[src/rtl/aclk_controller_if.sv]
// Signal bundle between the alarm-clock control FSM and the blocks around it:
// the keypad/buttons/timegen that feed it and the datapath it steers.
interface aclk_controller_if;
  logic       one_second;
  logic       key_pressed;
  logic [3:0] key;
  logic       alarm_button;
  logic       time_button;
  logic       shift;
  logic       load_new_a;
  logic       load_new_c;
  logic       show_new_time;
  logic       show_a;
  logic [2:0] digit_cnt;

  // master: the surrounding system (keypad, buttons, timegen, datapath)
  modport master (
    output one_second, key_pressed, key, alarm_button, time_button,
    input  shift, load_new_a, load_new_c, show_new_time, show_a, digit_cnt
  );

  // slave: the controller itself
  modport slave (
    input  one_second, key_pressed, key, alarm_button, time_button,
    output shift, load_new_a, load_new_c, show_new_time, show_a, digit_cnt
  );
endinterface

[src/rtl/aclk_controller.sv]
// Alarm-clock main control FSM: sequences 4-digit keypad entry, abandons it
// after TIMEOUT_S idle seconds, and issues one-cycle load strobes.
module aclk_controller #(
  parameter int TIMEOUT_S = 10
) (
  input logic              clk,
  input logic              reset,
  aclk_controller_if.slave bus
);

  localparam logic [2:0] SHOW_TIME        = 3'd0;
  localparam logic [2:0] SHOW_ALARM       = 3'd1;
  localparam logic [2:0] KEY_STORED       = 3'd2;
  localparam logic [2:0] KEY_WAITED       = 3'd3;
  localparam logic [2:0] SET_ALARM_TIME   = 3'd4;
  localparam logic [2:0] SET_CURRENT_TIME = 3'd5;

  localparam logic [3:0] TIMER_LAST = 4'(TIMEOUT_S - 1);

  logic [2:0] state;
  logic [2:0] digit_cnt;
  logic [3:0] timer;
  logic       digit_key;
  logic       entry_full;

  assign digit_key  = bus.key_pressed && (bus.key <= 4'd9);
  assign entry_full = (digit_cnt == 3'd4);

  // NOTE: sequential state uses non-blocking assignments so every register
  // samples the pre-edge values of the others.
  always_ff @(posedge clk or negedge reset) begin
    if (!reset) begin
      state     <= SHOW_TIME;
      digit_cnt <= 3'd0;
      timer     <= 4'd0;
    end else begin
      case (state)
        SHOW_TIME: begin
          if (bus.alarm_button) begin
            state <= SHOW_ALARM;
          end else if (digit_key) begin
            state     <= KEY_STORED;
            digit_cnt <= 3'd1;
            timer     <= 4'd0;
          end
        end
        SHOW_ALARM: begin
          if (!bus.alarm_button) state <= SHOW_TIME;
        end
        KEY_STORED: state <= KEY_WAITED;
        KEY_WAITED: begin
          // Time beats alarm, a commit beats a new key, a key beats timeout.
          if (bus.time_button && entry_full) begin
            state <= SET_CURRENT_TIME;
          end else if (bus.alarm_button && entry_full) begin
            state <= SET_ALARM_TIME;
          end else if (digit_key && !entry_full) begin
            state     <= KEY_STORED;
            digit_cnt <= digit_cnt + 3'd1;
            timer     <= 4'd0;
          end else if (bus.one_second) begin
            if (timer == TIMER_LAST) begin
              state     <= SHOW_TIME;
              digit_cnt <= 3'd0;
              timer     <= 4'd0;
            end else begin
              timer <= timer + 4'd1;
            end
          end
        end
        SET_ALARM_TIME, SET_CURRENT_TIME: begin
          state     <= SHOW_TIME;
          digit_cnt <= 3'd0;
          timer     <= 4'd0;
        end
        default: begin
          state     <= SHOW_TIME;
          digit_cnt <= 3'd0;
          timer     <= 4'd0;
        end
      endcase
    end
  end

  logic shift_d, load_a_d, load_c_d, show_new_d, show_a_d;

  // NOTE: every output gets a default before the case so no latch is inferred.
  always_comb begin
    shift_d    = 1'b0;
    load_a_d   = 1'b0;
    load_c_d   = 1'b0;
    show_new_d = 1'b0;
    show_a_d   = 1'b0;
    case (state)
      SHOW_ALARM:       show_a_d = 1'b1;
      KEY_STORED: begin
        shift_d    = 1'b1;
        show_new_d = 1'b1;
      end
      KEY_WAITED:       show_new_d = 1'b1;
      SET_ALARM_TIME:   load_a_d   = 1'b1;
      SET_CURRENT_TIME: load_c_d   = 1'b1;
      default: ;
    endcase
  end

  assign bus.shift         = shift_d;
  assign bus.load_new_a    = load_a_d;
  assign bus.load_new_c    = load_c_d;
  assign bus.show_new_time = show_new_d;
  assign bus.show_a        = show_a_d;
  assign bus.digit_cnt     = digit_cnt;

endmodule
[src/flat_wrapper.sv]
// flat-port wrapper written by rule: the top's interface ports become plain ports
module aclk_controller_flat 
#(
  parameter int TIMEOUT_S = 10
)
  (clk, reset, bus_one_second, bus_key_pressed, bus_key, bus_alarm_button, bus_time_button, bus_shift, bus_load_new_a, bus_load_new_c, bus_show_new_time, bus_show_a, bus_digit_cnt);
  aclk_controller_if bus_i ();
  input logic clk;
  input logic reset;
  input wire logic [$bits(bus_i.one_second)-1:0] bus_one_second;
  input wire logic [$bits(bus_i.key_pressed)-1:0] bus_key_pressed;
  input wire logic [$bits(bus_i.key)-1:0] bus_key;
  input wire logic [$bits(bus_i.alarm_button)-1:0] bus_alarm_button;
  input wire logic [$bits(bus_i.time_button)-1:0] bus_time_button;
  output wire logic [$bits(bus_i.shift)-1:0] bus_shift;
  output wire logic [$bits(bus_i.load_new_a)-1:0] bus_load_new_a;
  output wire logic [$bits(bus_i.load_new_c)-1:0] bus_load_new_c;
  output wire logic [$bits(bus_i.show_new_time)-1:0] bus_show_new_time;
  output wire logic [$bits(bus_i.show_a)-1:0] bus_show_a;
  output wire logic [$bits(bus_i.digit_cnt)-1:0] bus_digit_cnt;
  assign bus_i.one_second = bus_one_second;
  assign bus_i.key_pressed = bus_key_pressed;
  assign bus_i.key = bus_key;
  assign bus_i.alarm_button = bus_alarm_button;
  assign bus_i.time_button = bus_time_button;
  assign bus_shift = bus_i.shift;
  assign bus_load_new_a = bus_i.load_new_a;
  assign bus_load_new_c = bus_i.load_new_c;
  assign bus_show_new_time = bus_i.show_new_time;
  assign bus_show_a = bus_i.show_a;
  assign bus_digit_cnt = bus_i.digit_cnt;
  aclk_controller #(.TIMEOUT_S(TIMEOUT_S)) u_core (.clk(clk), .reset(reset), .bus(bus_i));
endmodule
[config.mk]
export PLATFORM = sky130hd
export DESIGN_NAME = aclk_controller_flat
export DESIGN_NICKNAME = d
export VERILOG_FILES = /design/src/rtl/aclk_controller_if.sv /design/src/rtl/aclk_controller.sv /design/src/flat_wrapper.sv
export SDC_FILE = /design/constraint.sdc
export NUM_CORES = 1
export LEC_CHECK = 0
export BUFFER_PORTS_ARGS = -buffer_cell sky130_fd_sc_hd__buf_2
export CAP_MARGIN = 0
export CELL_PAD_IN_SITES_DETAIL_PLACEMENT = 1
export CELL_PAD_IN_SITES_GLOBAL_PLACEMENT = 1
export CORE_MARGIN = 10
export CORE_UTILIZATION = 41
export DETAILED_ROUTE_END_ITERATION = 12
export GPL_TIMING_DRIVEN = 0
export PLACE_DENSITY_LB_ADDON = 0.1
export SLEW_MARGIN = 20
export SYNTH_ARGS = -nofsm -noshare
export SYNTH_HDL_FRONTEND = slang
export SYNTH_SLANG_ARGS = --single-unit
[constraint.sdc]
create_clock -name clk -period 3.12 [get_ports clk]
set_input_delay 0.156 -clock clk [delete_from_list [all_inputs] [get_ports clk]]
set_output_delay 0.156 -clock clk [all_outputs]
set_load 0.05 [all_outputs]
==> impl_metrics.tcl, run 1 <==
set metrics [dict create \
    ys_ff_latch 10 \
    ys_top_cells_by_area "dfrtp_1 (34%), ha_1 (6.8%), o21ai_0 (3.4%), nor4b_4 (3.2%), a22oi_1 (3.1%)" \
    grt_use_total 0.0904 \
    worst_pin_slew_ps 360 \
    nNetsFinal 109 \
    yosys.area.top_type "dfrtp_1" \
    crit_chain "inv_1, ha_1, o211a_1, a2bb2oi_2, a22o_1, mux2_4" \
    grt_overflow 0 \
    grt_pass1_wl_microns 2950 \
    cts-root-buf "clkbuf_4" \
    startpoint_type "register" \
    die_w_microns 62.3 \
    hold_class "in2reg" \
    rsz0062_at_grt "no" \
    outcome "complete, no violations" \
    drt_iter0_markers 1 \
    fin_tns_setup_ps 0 \
    core_sq_um 1710 \
    slowest_stage "dfrtp_1" \
    rrSetupSlack_ps 1260 \
    timing.fmax_mhz 537 \
    die_area_sq_um 3880 \
    clock_path_buffers 2 \
    period_minus_slack_ps 1860 \
    period_share 0.597 \
    instances_no_fill 118 \
    crit_arrival_ps 2020 \
    clk_pin_slew_worst_paths_ps 60 \
    peakVddDrop_mv 0.495 \
    wirelength_microns 1780 \
    fillers 204 \
    ys_warn_count 0 \
    cts-htree-levels 1 \
    syn2layout_area_growth_pct 19.7 \
    cap_violations 0 \
    drive_gt1_frac 0.323 \
    wl_met1_microns 808 \
    crit_required_ps 3270 \
    yosysUniqueCellTypes 37 \
    std_cell_rows 15 \
    io_buffers 16 \
    p_per_area_nw_per_um2 912 \
    io_pins 18 \
    grt_start_max_net_pins 11 \
    vias_per_cell 5.42 \
    max-slew-margin-rel 0.757 \
    avgSynthCellArea_sq_um 10.0 \
    syn_nets 87 \
    dpl_cell_area_sq_um 843 \
    numCtsBuffers 3 \
    dr.pass1.iters 4 \
    grt_pass1_vias 657 \
    wire_per_inst_microns 15.1 \
    final_common_cell "buf_2" \
    start_util 0.429 \
    remaining_drc_errors 0 \
    fin_hold_ws_ps 187 \
    cts_setup_buffers 0 \
    synth_top_area_share 0.342 \
    dieHeight_microns 62.3 \
    end_kind "register" \
    antenna_left 0 \
    wl_met3_microns 109 \
    finClkSkew_ps 8.90 \
    cts.sinks 10 \
    highest_layer "met4" \
    place_ws_ps 1260 \
    clock_latency_ps 270 \
    dp.cells 114 \
    worst-setup-path-type "reg2reg" \
    gp_congestion 0.753 \
    hold_viol_final 0 \
    maxSlewViolCount 0 \
    p_leak_nw 0.430 \
    synthesis.area_sq_um 732 \
    synthCells 73 \
    critical_path.max_stage_delay_ps 420 \
    vias 639 \
    wl_met2_microns 845 \
    crit_fanout 5 \
    fin_ws_ps 1260 \
    antennaDiodeCount 0 \
    seq_area_frac_synth 0.342 \
    layout_common_cells "buf_2 (16), dfrtp_1 (10), inv_1 (6)" \
    setup_viol 0 \
    hpwl_microns 1460 \
    cts_tree "built" \
    antenna_found_initial 0 \
    p_total_mw 0.799 \
    postLayoutCellArea_sq_um 876 \
    final_util 0.513 \
]
==> critical path, delay by kind of cell, from the launching register on <==
kind                     cells  cell delay, ps
buffers and inverters        1              70
AO/OA/AOI/OAI                3             730
flip-flops                   1             420
adder cells (fa/ha/maj)      1             220
multiplexers                 1             310
==> synth_stat cells <==
master / number
dfrtp_1: 10
inv_1: 6
nand2_1: 5
o21ai_0: 5
ha_1: 4
a22oi_1: 3
nor2_1: 3
a21oi_1: 2
a22o_1: 2
and3_1: 2
mux2i_1: 2
nor2b_1: 2
nor3b_1: 2
o22ai_1: 2
a211oi_2: 1
a21bo_2: 1
a21boi_1: 1
a2bb2oi_2: 1
a32oi_1: 1
and2_1: 1
and3_2: 1
and3b_1: 1
buf_4: 1
buf_6: 1
mux2_4: 1
nand3_1: 1
nand3b_4: 1
nor3_1: 1
nor4b_4: 1
o211a_1: 1
o21a_1: 1
o21ai_2: 1
o22a_1: 1
o41ai_1: 1
or2_2: 1
or4_1: 1
or4b_1: 1
==> flip-flops by register name, indices dropped and copies added (netlist names) <==
signal	cells
u_core.bus.digit_cnt	3
u_core.state	3
u_core.timer	4
==> layout make-up <==
| class | count | area [sq um] | share of cell area |
|---|---|---|---|
| multi-input combinational | 55 | 440 | 0.503 |
| clock buffer | 3 | 22.5 | 0.0257 |
| buffer | 2 | 18.8 | 0.0214 |
| inverter | 6 | 22.5 | 0.0257 |
| timing repair buffer | 17 | 90.1 | 0.103 |
| sequential | 10 | 250 | 0.286 |
| tap | 25 | 31.3 | 0.0357 |
==> per-layer routing <==
| metal | GRT usage | vias up |
|---|---|---|
| met4 | 0.0251 | 0 |
| met5 | 0 | - |
| met3 | 0.0430 | 2 |
| met2 | 0.156 | 11 |
| met1 | 0.0953 | 308 |
| li1 | - | 318 |
==> timing repair <==
action,4_1_cts,5_1_grt
setup endpoints to repair,0,0
hold endpoints to repair,10,0
hold buffers,1,0
resized for setup,0,0
==> power breakdown <==
| group | internal (mW) | switching [mW] | total [mW] |
|---|---|---|---|
| logic | 0.186 | 0.319 | 0.505 |
| clock network | 0.0444 | 0.0417 | 0.0861 |
| registers | 0.172 | 0.0357 | 0.208 |
==> worst paths after layout <==
check	from	to	depth (start not counted)
max in group asynchronous	reset	u_core.state[1]	2
min in group asynchronous	reset	u_core.timer[2]	2
worst max register to register	u_core.bus.digit_cnt[0]	u_core.bus.digit_cnt[0]	6
worst min-delay path	bus_one_second	u_core.timer[3]	3
worst max-delay path	u_core.bus.digit_cnt[0]	u_core.bus.digit_cnt[0]	6
worst min register to register	u_core.timer[3]	u_core.timer[3]	1
==> cell families (layout without fill, tap and decap cells) <==
group	Yosys count	after routing	share of synthesized area
simple gates	24	24	0.232
compound gates	24	24	0.253
flops	10	10	0.342
mux	3	3	0.0479
fa+ha+maj	4	4	0.0684
buf+inv	8	28	0.0564
No activity file was read; power rests on OpenSTA's default activity.
==> run 2, diff against run 1 <==
--- a/config.mk
+++ b/config.mk
@@ -10,7 +10,7 @@
 export CELL_PAD_IN_SITES_DETAIL_PLACEMENT = 1
 export CELL_PAD_IN_SITES_GLOBAL_PLACEMENT = 1
 export CORE_MARGIN = 10
-export CORE_UTILIZATION = 41
+export CORE_UTILIZATION = 35
 export DETAILED_ROUTE_END_ITERATION = 12
 export GPL_TIMING_DRIVEN = 0
 export PLACE_DENSITY_LB_ADDON = 0.1
==> constraint.sdc (replaced) <==
create_clock -name clk -period 1.7 [get_ports clk]
set_input_delay 0.085 -clock clk [delete_from_list [all_inputs] [get_ports clk]]
set_output_delay 0.085 -clock clk [all_outputs]
set_load 0.05 [all_outputs]
==> run 2 against run 1 <==
Clock power grew 95%. Clock skew fell by 5.5 ps. Die area is 11% higher. Fmax rose by 12%. Global-route usage is 0.094 points higher. Via count rose by 6.1%. Power increased by 120%. First-iteration DRC count grew to 10 times the previous value.
==> impl_metrics.tcl, run 2 (same netlist as run 1, synthesis figures left out) <==
set metrics [dict create \
    hold_class "in2reg" \
    clock_latency_ps 260 \
    cap_violations 0 \
    crit_fanout 4 \
    reg2reg_from "u_core.bus.digit_cnt[1]" \
    dpl_cell_area_sq_um 881 \
    peakVddDrop_mv 0.813 \
    drive_gt1_frac 0.510 \
    die_w_microns 65.7 \
    grt_overflow 0 \
    worst_pin_slew_ps 358 \
    io_pins 18 \
    vias 678 \
    r2r-end "u_core.bus.digit_cnt[0]" \
    grt_start_max_net_pins 11 \
    syn2layout_area_growth_pct 37.6 \
    fillers 217 \
    grt_pass1_vias 684 \
    whs_path_depth 3 \
    crit_arrival_ps 1810 \
    grt_use_total 0.0913 \
    die_area_sq_um 4320 \
    drt_iter0_markers 10 \
    crit_chain "inv_2, ha_4, o211a_4, a2bb2oi_4, a22o_1, mux2_4" \
    hold_viol_final 0 \
    dieHeight_microns 65.7 \
    startpoint_type "register" \
    final_util 0.508 \
    cts.sinks 10 \
    nNetsFinal 115 \
    final_common_cell "buf_2" \
    core_sq_um 1980 \
    grt_pass1_wl_microns 3170 \
    max-slew-margin-rel 0.761 \
    largest_reg_flops 4 \
    layout_common_cells "buf_2 (16), buf_4 (7), dfrtp_1 (7)" \
    clk_pin_slew_worst_paths_ps 60 \
    vias_per_cell 5.34 \
    reg_top3 "u_core.timer (4), u_core.bus.digit_cnt (3), u_core.state (3)" \
    instances_no_fill 127 \
    cts-root-buf "clkbuf_4" \
    remaining_drc_errors 0 \
    wire_per_inst_microns 16.5 \
    p_total_mw 1.74 \
    dr.pass1.iters 4 \
    worst-setup-path-type "reg2reg" \
    clock_path_buffers 2 \
    io_buffers 16 \
    p_per_area_nw_per_um2 1730 \
    slowest_stage "dfrtp_2" \
    antenna_left 0 \
    maxSlewViolCount 0 \
    rrSetupSlack_ps 30 \
    wirelength_microns 2100 \
    p_leak_nw 0.469 \
    end_kind "register" \
    rsz0062_at_grt "yes" \
    setup_viol 0 \
    period_minus_slack_ps 1670 \
    numCtsBuffers 3 \
    top_register "u_core.timer" \
    critical_path.max_stage_delay_ps 430 \
    gp_congestion 0.696 \
    timing.fmax_mhz 600 \
    crit_required_ps 1850 \
    period_share 0.981 \
    std_cell_rows 16 \
    postLayoutCellArea_sq_um 1010 \
    holdCritStartpoint "bus_one_second" \
    antennaDiodeCount 0 \
    fin_tns_setup_ps 0 \
    finClkSkew_ps 3.44 \
    holdPathEnd "u_core.timer[3]" \
    dp.cells 116 \
    hpwl_microns 1550 \
    cts_tree "built" \
    antenna_found_initial 0 \
    cts-htree-levels 1 \
    rr_worst_depth 6 \
    outcome "complete, no violations" \
    start_util 0.369 \
]
-- run 2: changes by cell type in the layout (fill, tap and decap cells not counted), sizes merged --
cell	before	now
buf	18	24
clkbuf	3	4
-- run 2: area by class of cell --
class	instances	area, sq um	area share
Buffer	2	18.8	0.0186
Clock buffer	4	26.3	0.0261
Inverter	6	22.5	0.0224
Multi-Input combinational cell	55	517	0.513
Sequential cell	10	254	0.252
Tap cell	27	33.8	0.0335
Timing Repair Buffer	23	135	0.134
-- run 2: worst max-delay path: cells and delay by family (launching register included) --
| kind | cells | cell delay (ps) |
|---|---|---|
| adders and majority gates | 1 | 160 |
| buffers and inverters | 1 | 70 |
| AOI/OAI and AO/OA | 3 | 590 |
| muxes | 1 | 310 |
| DFF | 1 | 430 |
-- run 2: report_power, final --
part	internal [mW]	total [mW]	leakage, nW	switching, mW
clock	0.0907	0.168	0.0150	0.0776
sequential	0.321	0.391	0.127	0.0697
combinational	0.500	1.19	0.327	0.685
total	0.912	1.74	0.469	0.832
-- run 2: how the worst max path moves through the flow --
stage | to | cells past startpoint | startpoint
3_5_place_dp | u_core.bus.digit_cnt[0] | 6 | u_core.bus.digit_cnt[0]
2_1_floorplan | u_core.bus.digit_cnt[0] | 6 | u_core.bus.digit_cnt[1]
3_3_place_gp | u_core.bus.digit_cnt[0] | 6 | u_core.bus.digit_cnt[0]
6_report | u_core.bus.digit_cnt[0] | 6 | u_core.bus.digit_cnt[1]
4_1_cts | u_core.bus.digit_cnt[0] | 6 | u_core.bus.digit_cnt[1]
5_1_grt | u_core.bus.digit_cnt[0] | 6 | u_core.bus.digit_cnt[1]
-- run 2: metrics by stage --
stage                     hold WS, ps  setup slack, ps
final                             150             33.0
after global routing              154            -15.4
after CTS                         154             15.7
after detailed placement        -41.9            -63.7
after global placement          -34.4            -74.9
after floorplan                  -211            -65.0
-- run 2: repair_timing --
item | in CTS | in global routing
pin swaps | 2 | 3
hold buffers | 1 | 0
setup endpoints to repair | 2 | 2
cloned | 0 | 0
endpoints found under the hold margin | 10 | 0
resized for setup | 3 | 4
buffers inserted | 1 | 5
-- run 2: metal layers --
metal | vias up | wire length [microns] | GRT usage
met2 | 17 | 1070 | 0.152
met4 | 0 | 29 | 0.00802
met5 | - | 0 | 0
li1 | 323 | - | -
met1 | 334 | 853 | 0.102
met3 | 4 | 146 | 0.0525
